<file path="src/rtl/mc_control_unit.sv">
// Multi-cycle main control FSM (FETCH/DECODE/EXEC/MEM/WB) with memory wait-state timeout.
// Optional macro ILLEGAL_TRAP_EN: illegal opcodes trap (sticky illegal_op) instead of running as a NOP.
module mc_control_unit #(
  parameter int TIMEOUT = 15,
  parameter int CNT_W   = 4
) (
  input  logic       clk,
  input  logic       rst_n,
  input  logic [3:0] Opcode,
  input  logic       zero_flag,
  input  logic       imem_ack,
  input  logic       dmem_ack,
  output logic       imem_req,
  output logic       ir_load,
  output logic       dmem_rd,
  output logic       dmem_wr,
  output logic [1:0] ALUOp,
  output logic       alu_src,
  output logic       reg_dst,
  output logic       reg_write,
  output logic       mem_to_reg,
  output logic       pc_write,
  output logic [1:0] pc_src,
  output logic       bus_err,
  output logic       illegal_op,
  output logic [2:0] state_dbg
);

  typedef enum logic [2:0] {
    S_FETCH  = 3'd0,
    S_DECODE = 3'd1,
    S_EXEC   = 3'd2,
    S_MEM    = 3'd3,
    S_WB     = 3'd4,
    S_ERR    = 3'd5,
    S_TRAP   = 3'd6
  } state_t;

  localparam logic [CNT_W-1:0] TMO = CNT_W'(TIMEOUT);

  state_t           state_q, state_d;
  logic [3:0]       op_q, op_d;
  logic [CNT_W-1:0] cnt_q, cnt_d;
  logic             bus_err_q, bus_err_d;

  function automatic logic f_ld(input logic [3:0] o);
    return o == 4'b0000;
  endfunction

  function automatic logic f_st(input logic [3:0] o);
    return o == 4'b0001;
  endfunction

  function automatic logic f_rtype(input logic [3:0] o);
    return (o >= 4'd2) && (o <= 4'd9);
  endfunction

  function automatic logic f_beq(input logic [3:0] o);
    return o == 4'b1011;
  endfunction

  function automatic logic f_bne(input logic [3:0] o);
    return o == 4'b1100;
  endfunction

  function automatic logic f_jmp(input logic [3:0] o);
    return o == 4'b1101;
  endfunction

  function automatic logic f_illegal(input logic [3:0] o);
    return (o == 4'b1010) || (o == 4'b1110) || (o == 4'b1111);
  endfunction

`ifdef ILLEGAL_TRAP_EN
  logic ill_q, ill_d;
`endif

  always_ff @(posedge clk) begin
    if (!rst_n) begin
      state_q   <= S_FETCH;
      op_q      <= 4'b0000;
      cnt_q     <= '0;
      bus_err_q <= 1'b0;
`ifdef ILLEGAL_TRAP_EN
      ill_q     <= 1'b0;
`endif
    end else begin
      state_q   <= state_d;
      op_q      <= op_d;
      cnt_q     <= cnt_d;
      bus_err_q <= bus_err_d;
`ifdef ILLEGAL_TRAP_EN
      ill_q     <= ill_d;
`endif
    end
  end

  // The wait counter only advances while a request stays pending in the same
  // state, so it is implicitly zero on entry to FETCH/MEM and after any ack.
  always_comb begin
    state_d   = state_q;
    op_d      = op_q;
    cnt_d     = '0;
    bus_err_d = bus_err_q;
`ifdef ILLEGAL_TRAP_EN
    ill_d     = ill_q;
`endif
    case (state_q)
      S_FETCH: begin
        if (imem_ack) begin
          state_d = S_DECODE;
        end else if (cnt_q == TMO) begin
          state_d   = S_ERR;
          bus_err_d = 1'b1;
        end else begin
          cnt_d = cnt_q + 1'b1;
        end
      end
      S_DECODE: begin
        op_d = Opcode;
        if (f_jmp(Opcode)) begin
          state_d = S_FETCH;
        end else if (f_illegal(Opcode)) begin
`ifdef ILLEGAL_TRAP_EN
          state_d = S_TRAP;
          ill_d   = 1'b1;
`else
          state_d = S_EXEC;
`endif
        end else begin
          state_d = S_EXEC;
        end
      end
      S_EXEC: begin
        if (f_ld(op_q) || f_st(op_q)) state_d = S_MEM;
        else if (f_rtype(op_q))       state_d = S_WB;
        else                          state_d = S_FETCH;
      end
      S_MEM: begin
        if (dmem_ack) begin
          state_d = f_ld(op_q) ? S_WB : S_FETCH;
        end else if (cnt_q == TMO) begin
          state_d   = S_ERR;
          bus_err_d = 1'b1;
        end else begin
          cnt_d = cnt_q + 1'b1;
        end
      end
      S_WB:    state_d = S_FETCH;
      S_ERR:   state_d = S_ERR;
      S_TRAP:  state_d = S_TRAP;
      default: state_d = S_FETCH;
    endcase
  end

  // Everything is forced low while reset is asserted, including the sticky flags.
  always_comb begin
    imem_req   = 1'b0;
    ir_load    = 1'b0;
    dmem_rd    = 1'b0;
    dmem_wr    = 1'b0;
    ALUOp      = 2'b00;
    alu_src    = 1'b0;
    reg_dst    = 1'b0;
    reg_write  = 1'b0;
    mem_to_reg = 1'b0;
    pc_write   = 1'b0;
    pc_src     = 2'b00;
    if (rst_n) begin
      case (state_q)
        S_FETCH: begin
          imem_req = 1'b1;
          if (imem_ack) begin
            ir_load  = 1'b1;
            pc_write = 1'b1;
          end
        end
        S_DECODE: begin
          if (f_jmp(Opcode)) begin
            pc_write = 1'b1;
            pc_src   = 2'b10;
          end
        end
        S_EXEC: begin
          if (f_ld(op_q) || f_st(op_q)) begin
            ALUOp   = 2'b10;
            alu_src = 1'b1;
          end else if (f_beq(op_q)) begin
            ALUOp    = 2'b01;
            pc_write = zero_flag;
            pc_src   = 2'b01;
          end else if (f_bne(op_q)) begin
            ALUOp    = 2'b01;
            pc_write = !zero_flag;
            pc_src   = 2'b01;
          end
        end
        S_MEM: begin
          ALUOp   = 2'b10;
          alu_src = 1'b1;
          if (f_ld(op_q)) dmem_rd = 1'b1;
          else            dmem_wr = 1'b1;
        end
        S_WB: begin
          reg_write = 1'b1;
          if (f_ld(op_q)) begin
            mem_to_reg = 1'b1;
            ALUOp      = 2'b10;
          end else begin
            reg_dst = 1'b1;
          end
        end
        default: ;
      endcase
    end
  end

  assign bus_err   = rst_n & bus_err_q;
  assign state_dbg = rst_n ? state_q : S_FETCH;
`ifdef ILLEGAL_TRAP_EN
  assign illegal_op = rst_n & ill_q;
`else
  assign illegal_op = 1'b0;
`endif

endmodule

</file>
<file path="config.mk">
export PLATFORM = sky130hd
export DESIGN_NAME = mc_control_unit
export DESIGN_NICKNAME = d
export VERILOG_FILES = /design/src/rtl/mc_control_unit.sv
export SDC_FILE = /design/constraint.sdc
export NUM_CORES = 1
export LEC_CHECK = 0
export CORE_MARGIN = 10
export CORE_UTILIZATION = 44
export DETAILED_ROUTE_END_ITERATION = 12
export GPL_ROUTABILITY_DRIVEN = 0
export HOLD_SLACK_MARGIN = 0.03
export PLACE_DENSITY = 0.78
export SYNTH_ARGS = -nofsm -noshare
export SYNTH_HDL_FRONTEND = slang
export SYNTH_SLANG_ARGS = --single-unit
</file>
<file path="constraint.sdc">
create_clock -name clk -period 1.7 [get_ports clk]
set_input_delay 0.425 -clock clk [delete_from_list [all_inputs] [get_ports clk]]
set_output_delay 0.425 -clock clk [all_outputs]
set_load 0.02 [all_outputs]
</file>
==> impl_metrics.json, run 1 <==
{
  "row_count": 15,
  "placed_area_um2": 1230,
  "cp_max_fo": 3,
  "regToRegSetupSlack_ns": 0.10,
  "cts_tree": "built",
  "r2r_end": "state_q[2]$_SDFF_PN0_",
  "cp_top_family": "simple AND/OR/NAND/NOR gates",
  "htreeDepth": 1,
  "drt_iter0_drc": 32,
  "antenna_found_initial": 0,
  "final_layout_size_suffix_gt1_share_pct": 53.21,
  "critical_path.cell_chain": "or4_4 -> nor2_4 -> or2_1 -> buf_6",
  "die_h_um": 62.80,
  "synth_area_um2": 805.8,
  "grt_start_max_net_pins": 12,
  "period_share_pct": 114.2,
  "cp_num_buf_inv": 1,
  "placed_cells": 167,
  "final_area_um2": 1450,
  "crit_path_start_kind": "register",
  "hold_buffers": 0,
  "cellPowerDensity_nw_per_um2": 820.0,
  "crit_arrival_ns": 1.52,
  "finalNetCount": 167,
  "grt_pass1_wl_um": 4629,
  "reg2reg_depth": 5,
  "cp.required_ns": 1.27,
  "clkSinkCount": 12,
  "yosys_register_bits": 12,
  "ys_seq_area_share_pct": 29.81,
  "min_to": "op_q[1]$_SDFFE_PN0P_",
  "clock.fmax_mhz": 515.1,
  "fin_skew_ns": 0.003801,
  "avgSynthCellArea_um2": 7.978,
  "path_class": "reg2out",
  "cp-end-kind": "primary output",
  "core_area_um2": 1727,
  "slowest_stage": "or4_4",
  "dr.pass1.iters": 4,
  "finalPower_w": 0.001189,
  "p_leak_nw": 0.6426,
  "utilization_pct": 83.99,
  "numCtsBuffers": 3,
  "start_util_pct": 46.67,
  "routedWlPerCell_um": 17.61,
  "violations": "setup timing",
  "status": "finished, violations left",
  "via_per_inst": 5.431,
  "p_int_w": 0.0007643,
  "max_stage_delay_ns": 0.57,
  "switching_power_w": 0.0004249,
  "combinationalPowerShare_pct": 51.8,
  "path_clk_slew_ns": 0.07,
  "ctsLongestPathBuffers": 2,
  "numPortBuffers": 25,
  "setup_viol": 11,
  "root_buffer": "clkbuf_4",
  "hold_path_depth": 3,
  "antenna_cells": 0,
  "period_minus_slack_ns": 1.941,
  "syn_inst": 101,
  "ir_worst_vdd_v": 0.0005454,
  "drt_wl_total_um": 3188,
  "first_global_vias": 995,
  "syn_nets": 111,
  "stdcell_count": 181,
  "yosys.cell_types.count": 39,
  "pin_count": 27,
  "vias": 983,
  "min_from": "Opcode[1]",
  "switching_share_pct": 35.73,
  "drc": 0,
  "min_path_type": "in2reg",
  "grtUsageTotal_pct": 13.91,
  "hold_viol": 0,
  "clock_latency_ns": 0.27,
  "dp.final_hpwl_um": 1899,
  "drv_cap": 0,
  "die_x_um": 62.80,
  "dieArea_um2": 3943,
  "ys.warnings.count": 0,
  "postRouteAntennaNets": 0,
  "gr-total-overflow": 0,
  "timing.final.ws_setup_ns": -0.2413,
  "syn_to_final_growth_pct": 79.97,
  "slew_viol_final": 0,
  "pwr-share-seq_pct": 29.4,
  "clockPowerShare_pct": 18.9,
  "rsz0062_at_grt": "true",
  "rr_startpoint": "op_q[0]$_SDFFE_PN0P_"
}
==> worst register-to-register path, delay by kind of cell (launching register included) <==
kind            cells  cell delay [ns]
simple gates        2             0.67
buf+inv             1             0.16
flops               1             0.34
compound gates      1             0.21
mux                 1             0.14
==> power by group through the flow <==
stage | logic (W) | registers, W | clock network, W
finish | 0.000616 | 0.000349 | 0.000224
global route | 0.000652 | 0.000354 | 0.000245
CTS | 0.000532 | 0.000343 | 0.000232
detailed placement | 0.000460 | 0.000343 | 0
global placement | 0.000456 | 0.000343 | 0
floorplan | 0.000255 | 0.000340 | 0
==> logic make-up (layout without fill, tap and decap cells) <==
kind of cell               Yosys count  count (layout)  synth area share, %
and+or+nand+nor                     54              54                37.89
AOI/OAI and AO/OA                   17              17                16.30
DFF                                 12              12                29.81
buffers and inverters                8              63                4.347
muxes                                6               6                7.454
xor gates and xnor gates             2               2                2.174
adders and majority gates            1               1                1.553
other                                1               1               0.4654
==> synth_stat cells (all sizes together) <==
master	number	share of area [%]
a311oi	1	1.9
nor3b	1	1.6
o31a	1	1.1
a22oi	1	0.93
nor2b	6	4.7
nor4	1	0.78
and2b	1	0.93
a21boi	2	1.9
conb	1	0.47
nand2b	5	3.9
inv	3	1.4
xnor2	1	1.1
or4	1	1.4
or2	2	1.6
and3	2	1.6
nand3	2	1.2
dfxtp	12	30
o21a	2	1.9
ha	1	1.6
xor2	1	1.1
mux2i	6	7.5
nor4b	1	1.1
nor2	11	5.1
o21ai	3	1.9
nand3b	1	0.93
nand2	5	2.3
and4b	1	1.2
o22a	1	1.1
a31oi	2	1.6
nor3	8	5.0
o211a	1	1.2
and2	6	4.7
clkbuf	2	0.93
o22ai	1	0.78
buf	3	2.0
o311ai	2	2.2
==> per-layer routing <==
layer | routed length (um) | track usage [%] | part of all wire, %
met1 | 1304 | 15.63 | 41
met2 | 1650 | 25.64 | 52
met3 | 152 | 3.047 | 4.8
met4 | 81 | 3.352 | 2.5
met5 | 0 | 0 | 0
==> timing repair <==
item	in CTS	in global routing
pin swaps	10	7
buffers inserted	9	2
resized for setup	115	26
cloned	0	0
endpoints found under the setup margin	17	13
==> registers in the layout (all words and copies together) (netlist names) <==
name	count
cnt_q	4
bus_err_q	1
state_q	3
op_q	4
==> worst max-delay path by stage <==
stage	cells after the start	endpoint	start
after floorplan	5	ALUOp[1]	state_q[2]$_SDFF_PN0_
after global placement	6	pc_write	Opcode[1]
after detailed placement	6	pc_write	Opcode[0]
after CTS	4	ALUOp[1]	op_q[0]$_SDFFE_PN0P_
after global routing	4	ALUOp[1]	op_q[0]$_SDFFE_PN0P_
final	4	ALUOp[1]	op_q[0]$_SDFFE_PN0P_
==> area by class of cell <==
| type | count | area [um2] |
|---|---|---|
| inverters | 3 | 11.26 |
| clock buffers | 4 | 36.28 |
| well taps | 25 | 31.28 |
| flip-flops and latches | 12 | 257.7 |
| fillers | 93 | 276.5 |
| repair buffers | 56 | 465.4 |
| multi-input cells | 81 | 648.1 |
==> cell usage in the layout (no fill, tap or decap), types with 4 or more instances in the layout <==
| master | instances |
|---|---|
| nor2b_1 | 4 |
| nand2b_1 | 4 |
| buf_6 | 13 |
| buf_4 | 29 |
| dfxtp_1 | 6 |
| mux2i_1 | 5 |
| nor2_1 | 7 |
| buf_2 | 6 |
| dfxtp_4 | 4 |
| nor3_1 | 4 |
==> metrics by stage <==
step           setup slack (ns)  hold WS, ns  TNS (ns)
2_1_floorplan           -0.1179       0.4320   -0.1179
3_3_place_gp            -0.7784       0.4449    -11.10
3_5_place_dp            -0.8151       0.4448    -11.23
4_1_cts                 -0.2484       0.4242    -1.093
5_1_grt                 -0.3246       0.4585    -1.973
6_report                -0.2413       0.4391    -1.219
Note: power is estimated with default switching activity, not from simulation.
==> run 2, diff against run 1 <==
--- a/config.mk
+++ b/config.mk
@@ -6,11 +6,11 @@
 export NUM_CORES = 1
 export LEC_CHECK = 0
 export CORE_MARGIN = 10
-export CORE_UTILIZATION = 44
+export CORE_UTILIZATION = 47
 export DETAILED_ROUTE_END_ITERATION = 12
 export GPL_ROUTABILITY_DRIVEN = 0
 export HOLD_SLACK_MARGIN = 0.03
-export PLACE_DENSITY = 0.78
+export PLACE_DENSITY = 0.82
 export SYNTH_ARGS = -nofsm -noshare
 export SYNTH_HDL_FRONTEND = slang
 export SYNTH_SLANG_ARGS = --single-unit
==> constraint.sdc (replaced) <==
create_clock -name clk -period 2.25 [get_ports clk]
set_input_delay 0.5625 -clock clk [delete_from_list [all_inputs] [get_ports clk]]
set_output_delay 0.5625 -clock clk [all_outputs]
set_load 0.02 [all_outputs]
==> impl_metrics.json, run 2 (same netlist as run 1, synthesis figures left out) <==
{
  "status": "complete, no violations",
  "cp_num_buf_inv": 1,
  "mostFrequentLayoutCell": "buf_4",
  "critical_path.cell_chain": "or4_4 -> nor2_1 -> clkdlybuf4s15_1",
  "cp-end-kind": "primary output",
  "slowest_stage": "or4_4",
  "drt_iter0_drc": 16,
  "htreeDepth": 1,
  "clkSinkCount": 12,
  "root_buffer": "clkbuf_4",
  "seq_area_um2": 240.2,
  "final_cell_mix": "buf_4 (17), dfxtp_1 (12), nor2_1 (11), dlygate4sd2_1 (11), nor3_1 (8)",
  "cellPowerDensity_nw_per_um2": 596.5,
  "path_class": "reg2out",
  "die_h_um": 61.41,
  "ir_worst_vdd_v": 0.0004926,
  "gr-total-overflow": 0,
  "cts_tree": "built",
  "postRouteAntennaNets": 0,
  "path_clk_slew_ns": 0.07,
  "utilization_pct": 75.44,
  "drv_cap": 0,
  "hold_ws_ns": 0.4735,
  "crit_arrival_ns": 1.65,
  "row_count": 14,
  "fin_skew_ns": 0.007591,
  "numCtsBuffers": 3,
  "numPortBuffers": 25,
  "min_path_type": "reg2reg",
  "hold_buffers": 0,
  "setup_viol": 0,
  "dp.final_hpwl_um": 1890,
  "crit_path_start_kind": "register",
  "finalPower_w": 0.0007016,
  "timing.final.ws_setup_ns": 0.03660,
  "die_x_um": 61.41,
  "antenna_cells": 0,
  "cp.required_ns": 1.69,
  "multi_input_area_um2": 536.8,
  "post_cts_buffers": 0,
  "top_regs": "cnt_q: 4 flops, op_q: 4 flops, state_q: 3 flops",
  "hold_viol": 0,
  "slew_viol_final": 0,
  "p_leak_nw": 0.5796,
  "dieArea_um2": 3771,
  "routedWlPerCell_um": 15.72,
  "ctsLongestPathBuffers": 2,
  "start_util_pct": 51.69,
  "first_global_vias": 838,
  "fillCellCount": 134,
  "grt_start_max_net_pins": 14,
  "pin_count": 27,
  "cp_top_family": "simple AND/OR/NAND/NOR gates",
  "grt_pass1_wl_um": 3691,
  "max_stage_delay_ns": 0.54,
  "clock.fmax_mhz": 451.8,
  "place_ws_ns": -0.5460,
  "antenna_found_initial": 0,
  "dr.pass1.iters": 4,
  "drc": 0,
  "finalNetCount": 152,
  "vias": 872,
  "drt_wl_total_um": 2452,
  "period_share_pct": 98.37,
  "clock_latency_ns": 0.28,
  "syn_to_final_growth_pct": 45.96,
  "cp_max_fo": 3,
  "grtUsageTotal_pct": 12.84,
  "final_layout_size_suffix_gt1_share_pct": 20.71,
  "core_area_um2": 1559,
  "rsz0062_at_grt": "false",
  "via_per_inst": 5.590,
  "period_minus_slack_ns": 2.213
}
-- run 2: cell count changes in the layout (fill, tap and decap cells not counted), moves of 3 or more --
cell,before,now
and2_1,3,6
buf_2,6,1
buf_4,29,17
buf_6,13,1
dfxtp_1,6,12
dfxtp_4,4,0
dlygate4sd2_1,3,11
dlymetal6s2s_1,0,4
nor2_1,7,11
nor2_2,3,0
nor3_1,4,8
-- run 2: worst paths after layout --
path | slack (ns) | cells past startpoint | from | end
setup / recovery | 0.04 | 3 | op_q[0]$_SDFFE_PN0P_ | mem_to_reg
hold / removal | 0.47 | 1 | bus_err_q$_SDFFE_PN0P_ | bus_err_q$_SDFFE_PN0P_
setup reg to reg | 0.80 | 5 | state_q[0]$_SDFF_PN0_ | cnt_q[3]$_SDFF_PN0_
hold reg to reg | 0.47 | 1 | bus_err_q$_SDFFE_PN0P_ | bus_err_q$_SDFFE_PN0P_
-- run 2: power breakdown --
part / total [W] / internal (W) / switching [W]
sequential: 0.000260 / 0.000232 / 0.0000277
clock: 0.000133 / 0.0000622 / 0.0000710
combinational: 0.000308 / 0.000150 / 0.000158
-- run 2: stage by stage --
step	TNS, ns	instance area (um2)	std cells
global route	0	1176	156
global placement	-6.793	1172	153
detailed placement	-6.883	1172	153
CTS	-0.06495	1181	156
finish	0	1176	156
floorplan	0	805.8	101
-- run 2: area by class of cell --
type / count / area share [%]
Multi-Input combinational cell: 81 / 45.64
Timing Repair Buffer: 41 / 29.36
Sequential cell: 12 / 20.43
Clock buffer: 3 / 1.915
Tap cell: 16 / 1.702
Inverter: 3 / 0.9574
-- run 2: routing by layer --
metal  global-route usage (%)  wire [um]
met3                    3.909        227
met5                        0          0
met4                    6.369         52
met2                    21.15       1112
met1                    14.79       1061
-- run 2: timing repair --
item	CTS	global route
pin swaps	0	4
resized for setup	31	14
setup endpoints to repair	17	8
